===== config.mk =====
export PLATFORM = sky130hd
export DESIGN_NAME = keypad_scan
export DESIGN_NICKNAME = d
export VERILOG_FILES = /design/src/rtl/kp_pkg.sv /design/src/rtl/key_debounce.sv /design/src/rtl/keypad_scan.sv
export SDC_FILE = /design/constraint.sdc
export NUM_CORES = 1
export LEC_CHECK = 0
export BUFFER_PORTS_ARGS = -buffer_cell sky130_fd_sc_hd__buf_4
export CAP_MARGIN = 20
export CORE_UTILIZATION = 47
export CTS_CLUSTER_DIAMETER = 150
export DETAILED_ROUTE_END_ITERATION = 10
export PLACE_DENSITY = 0.65
export SLEW_MARGIN = 15
export SYNTH_ARGS = -nofsm -noshare
export SYNTH_HDL_FRONTEND = slang
export SYNTH_HIERARCHICAL = 1
export SYNTH_SLANG_ARGS = --single-unit

===== constraint.sdc =====
create_clock -name clk -period 6.4 [get_ports clk]
set_input_delay 0.64 -clock clk [delete_from_list [all_inputs] [get_ports clk]]
set_output_delay 0.64 -clock clk [all_outputs]
set_load 0.1 [all_outputs]

===== src/rtl/kp_pkg.sv =====
// Shared keypad geometry and the row/column to key-index mapping.
package kp_pkg;

   localparam int KP_ROWS = 4;
   localparam int KP_COLS = 4;
   localparam int KP_KEYS = KP_ROWS * KP_COLS;

   function automatic int key_idx(input int row_i, input int col_i);
      return row_i * KP_COLS + col_i;
   endfunction

endpackage


===== src/rtl/key_debounce.sv =====
// Single-key debouncer: counts consecutive disagreeing samples and flips the
// debounced level after DB_CNT of them; pulses edge_pulse on a 0->1 flip.
module key_debounce #(
   parameter int DB_CNT = 4
) (
   input  logic clk,
   input  logic rst,
   input  logic sample_en,
   input  logic raw,
   output logic press,
   output logic edge_pulse
);

   localparam int CW = (DB_CNT > 1) ? $clog2(DB_CNT) : 1;
   localparam logic [CW-1:0] CNT_LAST = CW'(DB_CNT - 1);

   logic [CW-1:0] cnt_q, cnt_d;
   logic          press_q, press_d;
   logic          edge_q, edge_d;

   always_comb begin
      cnt_d   = cnt_q;
      press_d = press_q;
      edge_d  = 1'b0;
      if (sample_en) begin
         if (raw == press_q) begin
            cnt_d = '0;
         end else if (cnt_q == CNT_LAST) begin
            press_d = ~press_q;
            cnt_d   = '0;
            edge_d  = ~press_q;
         end else begin
            cnt_d = cnt_q + CW'(1);
         end
      end
   end

   always_ff @(posedge clk or posedge rst) begin
      if (rst) begin
         cnt_q   <= '0;
         press_q <= 1'b0;
         edge_q  <= 1'b0;
      end else begin
         cnt_q   <= cnt_d;
         press_q <= press_d;
         edge_q  <= edge_d;
      end
   end

   assign press      = press_q;
   assign edge_pulse = edge_q;

endmodule


===== src/rtl/keypad_scan.sv =====
// 4x4 keypad scanner: slot divider, one-hot-low column drive, two-stage row
// synchronizer and one debouncer per key, enabled only on its column's sample cycle.
module keypad_scan
   import kp_pkg::*;
#(
   parameter int SCAN_DIV = 50000,
   parameter int DB_CNT   = 4
) (
   input  logic               clk,
   input  logic               rst,
   input  logic [KP_ROWS-1:0] row,
   output logic [KP_COLS-1:0] col,
   output logic [KP_KEYS-1:0] key_press,
   output logic [KP_KEYS-1:0] key_edge
);

   localparam int DW  = $clog2(SCAN_DIV);
   localparam int CIW = $clog2(KP_COLS);
   localparam logic [DW-1:0] DIV_LAST = DW'(SCAN_DIV - 1);

   logic [DW-1:0]      div_q, div_d;
   logic [CIW-1:0]     col_idx_q, col_idx_d;
   logic [KP_COLS-1:0] col_q, col_d;
   logic [KP_ROWS-1:0] row_m_q, row_s_q;
   logic               sample;

   always_comb begin
      sample    = (div_q == DIV_LAST);
      div_d     = sample ? '0 : div_q + DW'(1);
      col_idx_d = sample ? col_idx_q + CIW'(1) : col_idx_q;
      col_d     = ~(KP_COLS'(1) << col_idx_d);
   end

   // Rows idle high through the pull-ups, so the synchronizer resets to all-ones.
   always_ff @(posedge clk or posedge rst) begin
      if (rst) begin
         div_q     <= '0;
         col_idx_q <= '0;
         col_q     <= ~KP_COLS'(1);
         row_m_q   <= '1;
         row_s_q   <= '1;
      end else begin
         div_q     <= div_d;
         col_idx_q <= col_idx_d;
         col_q     <= col_d;
         row_m_q   <= row;
         row_s_q   <= row_m_q;
      end
   end

   assign col = col_q;

   for (genvar r = 0; r < KP_ROWS; r++) begin : g_row
      for (genvar c = 0; c < KP_COLS; c++) begin : g_col
         localparam int K = key_idx(r, c);
         key_debounce #(
            .DB_CNT (DB_CNT)
         ) u_db (
            .clk        (clk),
            .rst        (rst),
            .sample_en  (sample && (col_idx_q == CIW'(c))),
            .raw        (~row_s_q[r]),
            .press      (key_press[K]),
            .edge_pulse (key_edge[K])
         );
      end
   end

endmodule

# Word-level counts from Yosys, hierarchy flattened
# Index checks and enable logic that the tools add are counted.
classes:
  add_sub_neg: 18
  n_eq_ne: 36
  n_shift: 1
  n_mux: 82
  bitwise: 37
  reduce_logical: 21
op_table:
  columns: ["cell", "n"]
  rows:
  - ["$mux W2", 33]
  - ["$mux W1", 48]
  - ["$reduce_and A3 Y1", 16]
  - ["$eq A2 B2 Y1 const B", 18]
  - ["$not A1 Y1", 36]
  - ["$add A2 B1 Y2 const B", 17]
  - ["$add A16 B1 Y16 const B", 1]
  - ["$eq A1 B1 Y1", 16]
  - ["$eq A16 B16 Y1 const B", 1]
  - ["$mux W16", 1]
  - ["$logic_and A1 B1 Y1", 4]
  - ["$not A4 Y4", 1]
  - ["$shl A1 B2 Y4 const A", 1]
  - ["$eq A2 B1 Y1 const B", 1]
  - ["$logic_not A2 Y1", 1]
word_totals:
  reg_bits: 94
  inputBits: 6
  out_inout_bits: 36
  elab_cells: 248

# Longest topological paths before layout
# Gate-level depths: netlist (run 1).
depth:
  ltp_word: 4
  ltp_mapped: 8

# By module
# Netlist (run 1), hierarchy kept.
modules_own_cells:
  columns: ["mod", "n_inst", "cells_per_inst", "area_per_inst_um2"]
  rows:
  - ["key_debounce", 16, 16, 180.2]
  - ["keypad_scan", 1, 110, 1320.0]

# Least setup slack after synthesis (run 1)
# OpenSTA, ideal clock, no wires.
synth_timing:
  path_type: "flip-flop to flip-flop"
  start: "register div_q[0]"
  end: "register g_row[0].g_col[0].u_db.cnt_q[0]"
  t_arrival_ns: 2.006
  t_required_ns: 6.316
  slack_ns: 4.310
  path_stages_with_launch: 9
  n_path_buf: 2
  period_less_slack_ns: 2.090
  cell_sequence: "dfrtp_1 > ha_1 > and3_1 > buf_4 > and4_4 > buf_6 > and2_1 > or3b_1 > o22ai_1"
synth_between:
  elab_chain_cells: 2
synth_lines:
  columns: ["item", "line_no", "source"]
  rows:
  - ["from (decl)", "keypad_scan.sv:21", "logic [DW-1:0] div_q, div_d;"]
  - ["from (signal assigned)", "keypad_scan.sv:43", "div_q <= div_d;"]
  - ["$eq A16 B16 Y1", "keypad_scan.sv:28", "sample = (div_q == DIV_LAST);"]
  - ["$logic_and A1 B1 Y1", "keypad_scan.sv:61", ".sample_en (sample && (col_idx_q == CIW'(c))),"]
  - ["to (signal assigned)", "key_debounce.sv:44", "cnt_q <= cnt_d;"]
  - ["to (decl)", "key_debounce.sv:17", "logic [CW-1:0] cnt_q, cnt_d;"]
# No other way between the ends.
# A chain may end at the register's enable or synchronous reset.

# Worst setup path after layout (run 1)
layout_timing:
  start: "register div_q[0]"
  end: "register g_row[3].g_col[1].u_db.cnt_q[0]"
layout_between:
  elab_chain_cells: 2
layout_lines:
  columns: ["item", "line_no"]
  rows:
  - ["$eq A16 B16 Y1", "keypad_scan.sv:28"]
  - ["$logic_and A1 B1 Y1", "keypad_scan.sv:61"]
  - ["to (signal assigned)", "key_debounce.sv:44"]
  - ["to (decl)", "key_debounce.sv:17"]
# No other way between the ends.

==> summary.md, run 1 <==
| Metric | Value |
|---|---|
| Postcts setup bufs | 0 |
| Critical Path RT | 6.67 ns |
| Die X | 96.6 µm |
| Crit path launch type | flop |
| Mapped Area | 0.00420 mm² |
| Avg Cell Area, Syn | 11.5 µm² |
| CTS Hold Bufs | 0 |
| Post-DP HPWL | 5020 µm |
| Int Pwr | 0.000866 W |
| Register area share after synthesis | 0.563 |
| Register bit total from synthesis | 94 |
| Leak pwr | 2.32 nW |
| Max IR drop VDD | 0.000149 V |
| Vias in the first global route | 2585 |
| Clock share of power | 0.424 |
| CTS HTree Levels | 3 |
| CP peak stage delay | 0.53 ns |
| Ys async rst share | 1.00 |
| Final setup viols | 0 |
| R2R cell count | 6 |
| Fillers | 763 |
| Antenna-violating nets left | 0 |
| DR top layer | met4 |
| Fin. Hold Viols | 0 |
| Clk_skew | 0.0123 ns |
| Layout area overhead | 16.0% |
| I/O Pins | 42 |
| DRT Pass-1 Iters | 4 |
| TritonCTS clock tree | built |
| Port bufs | 41 |
| Critical path class | flop to flop |
| Largest net degree at the start of global routing | 31 |
| First-pass GRT wire length | 11800 µm |
| Total track usage | 0.170 |
| Layout net count | 443 |
| Initial drt markers | 90 |
| Syn Nets | 393 |
| Sequential share of power | 0.547 |
| Floorplan row count | 34 |
| Final Max Tran Viols | 0 |
| Drt drc | 0 |
| Synth top area cells | dfrtp_1 (49%), dfstp_2 (6.9%), ha_1 (6.3%), inv_1 (5.0%), xnor2_1 (5.0%) |
| Final worst path period share | 0.379 |
| Via count | 2679 |
| Fin crit period | 2.42 ns |
| Least-Margin Pin Slew | 0.604 ns |
| CP max FO | 20 |
| Max-cap violations | 0 |
| Die ar. | 0.00932 mm² |
| Number of synthesized flops with an enable pin | 0 |
| WL met3 | 223 µm |
| Top-area cell type share of the netlist area | 0.494 |
| Most common cell in the synthesized netlist | dfrtp_1 |
| # diodes | 0 |
| RePlAce Congestion | 0.770 |
| Setup TNS | 0 ns |
| CP cell instances | ha_1 -> and3_1 -> and4_4 -> and2_1 -> or3b_1 -> o22ai_1 |
| Routed len/inst | 13.7 µm |
| Synth Flop Type | dfrtp_1 |
| Logic pwr share | 0.029 |
| Highest-delay cell along the critical path | and2_1 |
| WL met1 | 3340 µm |
| RSZ-0062 raised after global routing | no |
| Cts bufs inserted | 9 |
| Status | complete, no violations |
| Total net switching power | 0.000227 W |
| Max Freq | 413 MHz |
| Worst slew margin | 0.597 |
| Core area | 0.00868 mm² |
| CTS clock-pin slew for the worst setup and hold paths | 0.09 ns |
| WL met2 | 3570 µm |
| Vias per std cell | 5.06 |
| Yosys Warn Count | 6 |
| Worst setup EP type | flop |
| Netlist cell types | 31 |
| Power Total | 0.00109 W |
| Initial antenna violation count | 0 |
| Initial Utilization | 0.484 |
| Post-Syn Instances | 366 |
| Post-CTS Resized | 0 |
| Grt ovf | 0 |
| CTS root buf | clkbuf_8 |
| WP data arrival | 2.69 ns |
| Switching share of power | 0.208 |
| CTS max path bufs | 2 |
| Final WS setup | 3.98 ns |
| Worst slack, placed | 3.98 ns |
| Synth cell count leaders | dfrtp_1 (83), inv_1 (56), nand2_1 (36), o22ai_1 (32), xnor2_1 (24) |
| Cell Pwr Density | 224 mW/mm² |
| Clk Latency, worst-skew pair | 0.36 ns |
| Area leader, netlist | dfrtp_1 |
| Chip height | 96.6 µm |
| Hold Crit Class | input pin to async pin |
| Clock net sink count | 94 |
| Fraction of layout cells with a size suffix above 1 | 0.211 |
| Final wirelength | 7230 µm |
## cells by family after synthesis
family                   synth area share
AND/OR/NAND/NOR                     0.153
flip-flops                          0.563
adder cells (fa/ha/maj)            0.0625
AO/OA/AOI/OAI                      0.0512
buffers and inverters              0.0557
XOR/XNOR                           0.0646
multiplexers                       0.0500
## power by group through the flow
stage | combinational [W] | sequential (W) | clock [W]
global placement | 0.0000314 | 0.000610 | 0
CTS | 0.0000317 | 0.000599 | 0.000480
floorplan | 0.0000205 | 0.000610 | 0
global route | 0.0000358 | 0.000599 | 0.000501
finish | 0.0000315 | 0.000599 | 0.000463
detailed placement | 0.0000315 | 0.000610 | 0
## worst max-delay path: cells and delay by family (launching register included)
family	cells	cell delay, ns
AO/OA/AOI/OAI	1	0.14
adder cells (fa/ha/maj)	1	0.21
flip-flops	1	0.41
AND/OR/NAND/NOR	4	1.59
## layout by cell type (no fill, tap or decap), drive strengths merged, types with 3 or more instances in the layout
cell type	instances
nand3	6
xnor2	24
mux2	18
dfstp	11
nand4	5
ha	21
clkbuf	10
and2	4
dfrtp	83
or3b	16
bufinv	3
nand2	37
xor2	7
and4	3
inv	55
buf	42
nor4	3
nor2	12
nor3b	16
o22ai	32
## final timing paths
path,start,end,slack (ns)
worst max-delay path,div_q[0],g_row[3].g_col[1].u_db/cnt_q[0],3.98
worst max register to register,div_q[0],g_row[3].g_col[1].u_db/cnt_q[0],3.98
worst min-delay path,rst,g_row[3].g_col[2].u_db/cnt_q[1],0.28
min in group clk,row_m_q[2],row_s_q[2],0.36
worst min register to register,row_m_q[2],row_s_q[2],0.36
max in group asynchronous,rst,row_s_q[0],5.48
## per-layer routing
layer / up-vias / global-route usage
met3: 10 / 0.0430
met5: - / 0
met2: 38 / 0.289
li1: 1334 / -
met4: 0 / 0.0588
met1: 1297 / 0.210
## area by class of cell
type / count / area, µm² / share of cell area
Multi-Input combinational cell: 213 / 1600 / 0.329
Timing Repair Buffer: 42 / 323 / 0.0662
Tap cell: 108 / 135 / 0.0277
Clock buffer: 10 / 128 / 0.0262
Sequential cell: 94 / 2370 / 0.485
Clock inverter: 6 / 110 / 0.0226
Inverter: 56 / 210 / 0.0431
## stage by stage
| step | util | instances | hold slack [ns] | cell area [µm²] |
|---|---|---|---|---|
| 6_report | 0.562 | 529 | 0.280 | 4870 |
| 5_1_grt | 0.562 | 529 | 0.280 | 4870 |
| 3_5_place_dp | 0.533 | 512 | 0.347 | 4620 |
| 3_3_place_gp | 0.533 | 512 | 0.346 | 4620 |
| 2_1_floorplan | - | 366 | 0.345 | 4200 |
| 4_1_cts | 0.560 | 528 | 0.266 | 4860 |
## sequential cells by signal, summed over array words and instances (netlist names)
signal                       cells
col_idx_q                        2
row_m_q                          4
g_row.g_col.u_db/press          16
div_q                           16
g_row.g_col.u_db/edge_pulse     16
row_s_q                          4
g_row.g_col.u_db/cnt_q          32
col                              4
(Power assumes the default switching activity.)
==> run 2, diff against run 1 <==
--- a/config.mk
+++ b/config.mk
@@ -10,7 +10,7 @@
 export CORE_UTILIZATION = 47
 export CTS_CLUSTER_DIAMETER = 150
 export DETAILED_ROUTE_END_ITERATION = 10
-export PLACE_DENSITY = 0.65
+export PLACE_DENSITY = 0.67
 export SLEW_MARGIN = 15
 export SYNTH_ARGS = -nofsm -noshare
 export SYNTH_HDL_FRONTEND = slang
==> constraint.sdc (replaced) <==
create_clock -name clk -period 2.2 [get_ports clk]
set_input_delay 0.22 -clock clk [delete_from_list [all_inputs] [get_ports clk]]
set_output_delay 0.22 -clock clk [all_outputs]
set_load 0.1 [all_outputs]
==> summary.md, run 2 (same netlist as run 1, synthesis figures left out) <==
| Metric | Value |
|---|---|
| Max-cap violations | 0 (unchanged) |
| Max Freq | 488 MHz (was 413 MHz) |
| Routed len/inst | 13.4 µm (was 13.7 µm) |
| Antenna-violating nets left | 0 (unchanged) |
| Initial drt markers | 74 (was 90) |
| Cell Pwr Density | 574 mW/mm² (was 224 mW/mm²) |
| Core area | 0.00868 mm² (unchanged) |
| Most frequent cells in the layout | dfrtp_1 (83), inv_1 (56), buf_4 (46) (was dfrtp_1 (83), inv_1 (55), buf_4 (41)) |
| Total track usage | 0.173 (was 0.170) |
| Cts bufs inserted | 9 (unchanged) |
| Clk_skew | 0.0122 ns (was 0.0123 ns) |
| Status | complete, no violations (unchanged) |
| Hold slack | 0.359 ns (was 0.280 ns) |
| Setup TNS | 0 ns (unchanged) |
| Final wirelength | 7250 µm (was 7230 µm) |
| Layout area overhead | 17.7% (was 16.0%) |
| Clk Latency, worst-skew pair | 0.35 ns (was 0.36 ns) |
| Die ar. | 0.00932 mm² (unchanged) |
| Crit path launch type | flop (unchanged) |
| Critical Path RT | 2.47 ns (was 6.67 ns) |
| Fillers | 732 (was 763) |
| Drt drc | 0 (unchanged) |
| Fraction of layout cells with a size suffix above 1 | 0.219 (was 0.211) |
| Vias in the first global route | 2721 (was 2585) |
| Clock net sink count | 94 (unchanged) |
| Post-DP HPWL | 5090 µm (was 5020 µm) |
| Leak pwr | 2.37 nW (was 2.32 nW) |
| CTS HTree Levels | 3 (unchanged) |
| Highest-delay cell along the critical path | dfrtp_1 (was and2_1) |
| CP max FO | 20 (unchanged) |
| CTS clock-pin slew for the worst setup and hold paths | 0.08 ns (was 0.09 ns) |
| Via count | 2702 (was 2679) |
| RePlAce Congestion | 0.777 (was 0.770) |
| Least-Margin Pin Slew | 0.501 ns (was 0.604 ns) |
| CTS max path bufs | 2 (unchanged) |
| Worst slew margin | 0.666 (was 0.597) |
| CP peak stage delay | 0.40 ns (was 0.53 ns) |
| Largest net degree at the start of global routing | 31 (unchanged) |
| Hold depth | 0 |
| Top reg by flops | g_row.g_col.u_db/cnt_q (unchanged) |
| Final setup viols | 0 (unchanged) |
| Worst setup EP type | flop (unchanged) |
| Max IR drop VDD | 0.000344 V (was 0.000149 V) |
| WP data arrival | 2.32 ns (was 2.69 ns) |
| Final worst path period share | 0.931 (was 0.379) |
| Initial Utilization | 0.484 (unchanged) |
| RSZ-0062 raised after global routing | no (unchanged) |
| Die X | 96.6 µm (unchanged) |
| Chip height | 96.6 µm (unchanged) |
| CP cell instances | ha_1 -> and3_2 -> and4_4 -> and2_1 -> buf_12 -> or3b_1 -> o22ai_1 (was ha_1 -> and3_1 -> and4_4 -> and2_1 -> or3b_1 -> o22ai_1) |
| # diodes | 0 (unchanged) |
| Initial antenna violation count | 0 (unchanged) |
| Grt ovf | 0 (unchanged) |
| Layout net count | 456 (was 443) |
| Vias per std cell | 4.99 (was 5.06) |
| Most common cell after layout, fill and taps aside | dfrtp_1 (unchanged) |
| TritonCTS clock tree | built (unchanged) |
| Critical path class | flop to flop (unchanged) |
| R2R cell count | 7 (was 6) |
| Max reg flops | 32 (unchanged) |
| Fin. Hold Viols | 0 (unchanged) |
| Final Max Tran Viols | 0 (unchanged) |
| DRT Pass-1 Iters | 4 (unchanged) |
| CTS root buf | clkbuf_8 (unchanged) |
| Port bufs | 41 (unchanged) |
| Fin crit period | 2.05 ns (was 2.42 ns) |
| First-pass GRT wire length | 12000 µm (was 11800 µm) |
| Floorplan row count | 34 (unchanged) |
| I/O Pins | 42 (unchanged) |
| Hold Crit Class | flop to flop (was input pin to async pin) |
[run 2: final timing paths]
kind	from	to	slack, ns
worst max-delay path	div_q[0]	g_row[3].g_col[2].u_db/cnt_q[0]	0.15
worst min-delay path	row_m_q[1]	row_s_q[1]	0.36
max in group asynchronous	rst	row_m_q[1]	1.27
worst max register to register	div_q[0]	g_row[3].g_col[2].u_db/cnt_q[0]	0.15
worst min register to register	row_m_q[1]	row_s_q[1]	0.36
min in group asynchronous	rst	g_row[2].g_col[3].u_db/press	0.42
[run 2: area by class of cell]
type | instances | area, µm² | area share
Clock buffer | 14 | 153 | 0.0309
Clock inverter | 2 | 10.0 | 0.00202
Inverter | 56 | 210 | 0.0425
Multi-Input combinational cell | 213 | 1600 | 0.324
Sequential cell | 94 | 2370 | 0.478
Tap cell | 108 | 135 | 0.0273
Timing Repair Buffer | 55 | 467 | 0.0944
[run 2: what timing repair did]
action / CTS / global route
hold buffers: 5 / 0
endpoints found under the hold margin: 68 / 0
endpoints found under the setup margin: 0 / 18
resized for setup: 0 / 2
buffers inserted: 0 / 3
[run 2: per-stage QoR]
stage | util | instances | power, W | area [µm²] | setup WS (ns)
after floorplan | - | 366 | 0.00183 | 4200 | 0.110
after global placement | 0.542 | 518 | 0.00187 | 4700 | 0.160
after detailed placement | 0.542 | 518 | 0.00187 | 4700 | 0.0781
after CTS | 0.567 | 539 | 0.00288 | 4920 | 0.0890
after global routing | 0.570 | 542 | 0.00297 | 4940 | 0.0418
final | 0.570 | 542 | 0.00284 | 4940 | 0.152
[run 2: power breakdown]
part | total, W | switching, W | internal, W
sequential | 0.00174 | 0.00000187 | 0.00174
clock | 0.000999 | 0.000558 | 0.000441
combinational | 0.0000964 | 0.0000654 | 0.0000310
total | 0.00284 | 0.000625 | 0.00221
[run 2: routing by layer]
| metal | wire length (µm) | global-route usage | vias to the layer above |
|---|---|---|---|
| li1 | - | - | 1357 |
| met1 | 3410 | 0.209 | 1298 |
| met2 | 3490 | 0.295 | 37 |
| met3 | 199 | 0.0360 | 10 |
| met4 | 151 | 0.0797 | 0 |
| met5 | 0 | 0 | - |
[run 2: worst max-delay path, delay by kind of cell (launching register included)]
family | cells | cell delay (ns)
compound gates | 1 | 0.13
fa+ha+maj | 1 | 0.21
buf+inv | 1 | 0.15
flops | 1 | 0.40
simple gates | 4 | 1.08
==> run 3, diff against run 2 <==
--- a/config.mk
+++ b/config.mk
@@ -14,5 +14,4 @@
 export SLEW_MARGIN = 15
 export SYNTH_ARGS = -nofsm -noshare
 export SYNTH_HDL_FRONTEND = slang
-export SYNTH_HIERARCHICAL = 1
 export SYNTH_SLANG_ARGS = --single-unit
==> summary.md, run 3 <==
| Metric | Value |
|---|---|
| Vias per std cell | 5.11 (was 4.99) |
| Layout net count | 492 (was 456) |
| CTS HTree Levels | 3 (unchanged) |
| Hold slack | -0.0309 ns (was 0.359 ns) |
| Synth Flop Type | dfrtp_1 (unchanged) |
| Crit-path leading delay family | simple AND/OR/NAND/NOR gates (unchanged) |
| Most common cell after layout, fill and taps aside | dfrtp_1 (unchanged) |
| Fraction of layout cells with a size suffix above 1 | 0.298 (was 0.219) |
| Logic pwr share | 0.022 (was 0.034) |
| Die X | 101 µm (was 96.6 µm) |
| Fin. Hold Viols | 7 (was 0) |
| DRT Pass-1 Iters | 4 (unchanged) |
| Post-Syn Instances | 427 (was 366) |
| Layout Cells excl Fill | 599 (was 542) |
| Synth cell count leaders | dfrtp_1 (83), o21ai_0 (38), inv_1 (37), buf_4 (33), nand2_1 (24) (was dfrtp_1 (83), inv_1 (56), nand2_1 (36), o22ai_1 (32), xnor2_1 (24)) |
| Antenna-violating nets left | 0 (unchanged) |
| Avg Cell Area, Syn | 10.9 µm² (was 11.5 µm²) |
| Most used cell, CP | or4_4 |
| Initial Utilization | 0.493 (was 0.484) |
| DP Cell Count | 577 (was 518) |
| Syn Nets | 454 (was 393) |
| Most common cell in the synthesized netlist | dfrtp_1 (unchanged) |
| Post-DP HPWL | 5880 µm (was 5090 µm) |
| Cts bufs inserted | 9 (unchanged) |
| Area leader, netlist | dfrtp_1 (unchanged) |
| Yosys Warn Count | 0 (was 6) |
| Clk Latency, worst-skew pair | 0.36 ns (was 0.35 ns) |
| # diodes | 0 (unchanged) |
| CP cell instances | or4_4 -> buf_6 -> or4_4 -> nor4b_2 -> a21o_1 (was ha_1 -> and3_2 -> and4_4 -> and2_1 -> buf_12 -> or3b_1 -> o22ai_1) |
| Fin crit period | 2.16 ns (was 2.05 ns) |
| Final setup viols | 0 (unchanged) |
| Max reg flops | 32 (unchanged) |
| RePlAce Congestion | 0.799 (was 0.777) |
| Worst slew margin | 0.659 (was 0.666) |
| I/O Pins | 42 (unchanged) |
| Layout area overhead | 15.6% (was 17.7%) |
| Port bufs | 41 (unchanged) |
| Clk_skew | 0.00963 ns (was 0.0122 ns) |
| Failing checks | negative hold slack |
| Top-area cell type share of the netlist area | 0.448 (was 0.494) |
| Max Freq | 463 MHz (was 488 MHz) |
| First-pass GRT wire length | 14600 µm (was 12000 µm) |
| Die ar. | 0.0103 mm² (was 0.00932 mm²) |
| Ys async rst share | 1.00 (unchanged) |
| Max IR drop VDD | 0.000241 V (was 0.000344 V) |
| Number of synthesized flops with an enable pin | 0 (unchanged) |
| Chip height | 101 µm (was 96.6 µm) |
| Critical Path RT | 2.51 ns (was 2.47 ns) |
| Max-cap violations | 0 (unchanged) |
| Routed len/inst | 14.2 µm (was 13.4 µm) |
| Final Max Tran Viols | 0 (unchanged) |
| Setup TNS | 0 ns (unchanged) |
| WP data arrival | 2.46 ns (was 2.32 ns) |
| CTS clock-pin slew for the worst setup and hold paths | 0.09 ns (was 0.08 ns) |
| Grt ovf | 0 (unchanged) |
| Floorplan row count | 35 (was 34) |
| Top reg by flops | g_row.g_col.u_db.cnt_q (was g_row.g_col.u_db/cnt_q) |
| Final worst path period share | 0.981 (was 0.931) |
| Least-Margin Pin Slew | 0.511 ns (was 0.501 ns) |
| Switching share of power | 0.212 (was 0.220) |
| Worst Path Buf+Inv | 1 (unchanged) |
| Power Total | 0.00313 W (was 0.00284 W) |
| R2r setup slk | 0.04 ns (was 0.15 ns) |
| CP max FO | 9 (was 20) |
| Core area | 0.00942 mm² (was 0.00868 mm²) |
| RR Endpoint | g_row[2].g_col[0].u_db.cnt_q[0] (was g_row[3].g_col[2].u_db/cnt_q[0]) |
| Initial drt markers | 97 (was 74) |
| CTS max path bufs | 2 (unchanged) |
| Worst setup EP type | flop (unchanged) |
| Netlist cell types | 34 (was 31) |
| Int Pwr | 0.00247 W (was 0.00221 W) |
| Cell Pwr Density | 583 mW/mm² (was 574 mW/mm²) |
| Fillers | 801 (was 732) |
| RSZ-0062 raised after global routing | yes (was no) |
| Synth top area cells | dfrtp_1 (45%), dfstp_2 (6.2%), ha_1 (5.7%), buf_4 (5.3%), o21ai_0 (4.1%) (was dfrtp_1 (49%), dfstp_2 (6.9%), ha_1 (6.3%), inv_1 (5.0%), xnor2_1 (5.0%)) |
| Highest-delay cell along the critical path | or4_4 (was dfrtp_1) |
| Vias in the first global route | 3056 (was 2721) |
| Crit path depth | 5 (was 7) |
| Largest net degree at the start of global routing | 95 (was 31) |
| Leak pwr | 2.59 nW (was 2.37 nW) |
| Final wirelength | 8510 µm (was 7250 µm) |
| CP peak stage delay | 0.60 ns (was 0.40 ns) |
| Total track usage | 0.185 (was 0.173) |
| Mapped Area | 0.00464 mm² (was 0.00420 mm²) |
| Setup crit start | div_q[13] (was div_q[0]) |
| Register area share after synthesis | 0.510 (was 0.563) |
| Drt drc | 0 (unchanged) |
| Register bit total from synthesis | 94 (unchanged) |
| Most frequent cells in the layout | dfrtp_1 (83), buf_4 (67), inv_1 (36) (was dfrtp_1 (83), inv_1 (56), buf_4 (46)) |
| Reg-to-reg startpoint | div_q[13] (was div_q[0]) |
| Critical path class | flop to flop (unchanged) |
| R2R cell count | 5 (was 7) |
| Clock net sink count | 94 (unchanged) |
| Total net switching power | 0.000662 W (was 0.000625 W) |
| Crit path launch type | flop (unchanged) |
| Initial antenna violation count | 0 (unchanged) |
| Via count | 3059 (was 2702) |
| CTS root buf | clkbuf_8 (unchanged) |
| Status | finished with violations (was complete, no violations) |
| TritonCTS clock tree | built (unchanged) |
| Hold Crit Class | input pin to async pin (was flop to flop) |
| Sequential share of power | 0.563 (was 0.614) |
| Clock share of power | 0.415 (was 0.352) |
run 3: changes by cell type after synthesis, sizes merged, moves of 13 or more:
cell	change
inv	-19
nand2	-13
nor3	+17
o22ai	-32
xnor2	-14
nor3b	-16
or3b	-16
nor4	+21
a21o	+16
o21ai	+38
xor2	+13
buf	+38
run 3: tightest hold or removal path, cell delays in order:
cell and delay (ns):
buf_4 0.12, clkinvlp_4 0.07, buf_12 0.36
run 3: worst max path at each step:
stage                                            to  slack, ns
global placement    g_row[2].g_col[2].u_db.cnt_q[0]       0.03
CTS                 g_row[2].g_col[0].u_db.cnt_q[0]       0.02
finish              g_row[2].g_col[0].u_db.cnt_q[0]       0.04
global route        g_row[3].g_col[1].u_db.cnt_q[0]      -0.06
floorplan           g_row[0].g_col[2].u_db.cnt_q[1]       0.09
detailed placement  g_row[0].g_col[2].u_db.cnt_q[0]      -0.02
run 3: power groups by stage:
stage	clock [W]	sequential, W	combinational (W)
final	0.00130	0.00176	0.0000684
after global routing	0.00140	0.00176	0.0000784
after CTS	0.00134	0.00176	0.0000712
after detailed placement	0	0.00179	0.0000654
after global placement	0	0.00179	0.0000642
after floorplan	0	0.00178	0.0000504
run 3: cell type report:
class / instances / area, µm² / share of cell area
Clock buffer: 11 / 151 / 0.0282
Clock inverter: 5 / 81.3 / 0.0152
Inverter: 37 / 143 / 0.0266
Multi-Input combinational cell: 249 / 1860 / 0.348
Sequential cell: 94 / 2370 / 0.441
Tap cell: 129 / 161 / 0.0301
Timing Repair Buffer: 74 / 594 / 0.111
run 3: stage by stage:
step           hold WS, ns  setup slack [ns]   util  area, µm²
2_1_floorplan        0.224            0.0872      -       4640
5_1_grt             0.0420           -0.0630  0.569       5360
3_3_place_gp         0.329            0.0277  0.533       5010
3_5_place_dp         0.330           -0.0174  0.533       5010
4_1_cts            0.00723            0.0152  0.562       5290
6_report           -0.0309            0.0421  0.569       5360
run 3: kinds of logic after synthesis:
logic type      synth area share
compound gates            0.0744
xor+xnor                  0.0566
fa+ha+maj                 0.0566
buf+inv                    0.100
flops                      0.510
mux                       0.0291
simple gates               0.173
run 3: repair_timing:
item	in CTS	in global routing
pin swaps	0	2
hold buffers	4	0
endpoints found under the setup margin	6	48
resized for setup	1	15
setup buffers	0	2
endpoints found under the hold margin	4	0
run 3: layer usage:
layer	vias to the layer above	wire length, µm	GRT usage
met4	0	155	0.0847
met2	45	4130	0.305
li1	1512	-	-
met5	-	0	0
met3	16	221	0.0338
met1	1486	4000	0.239
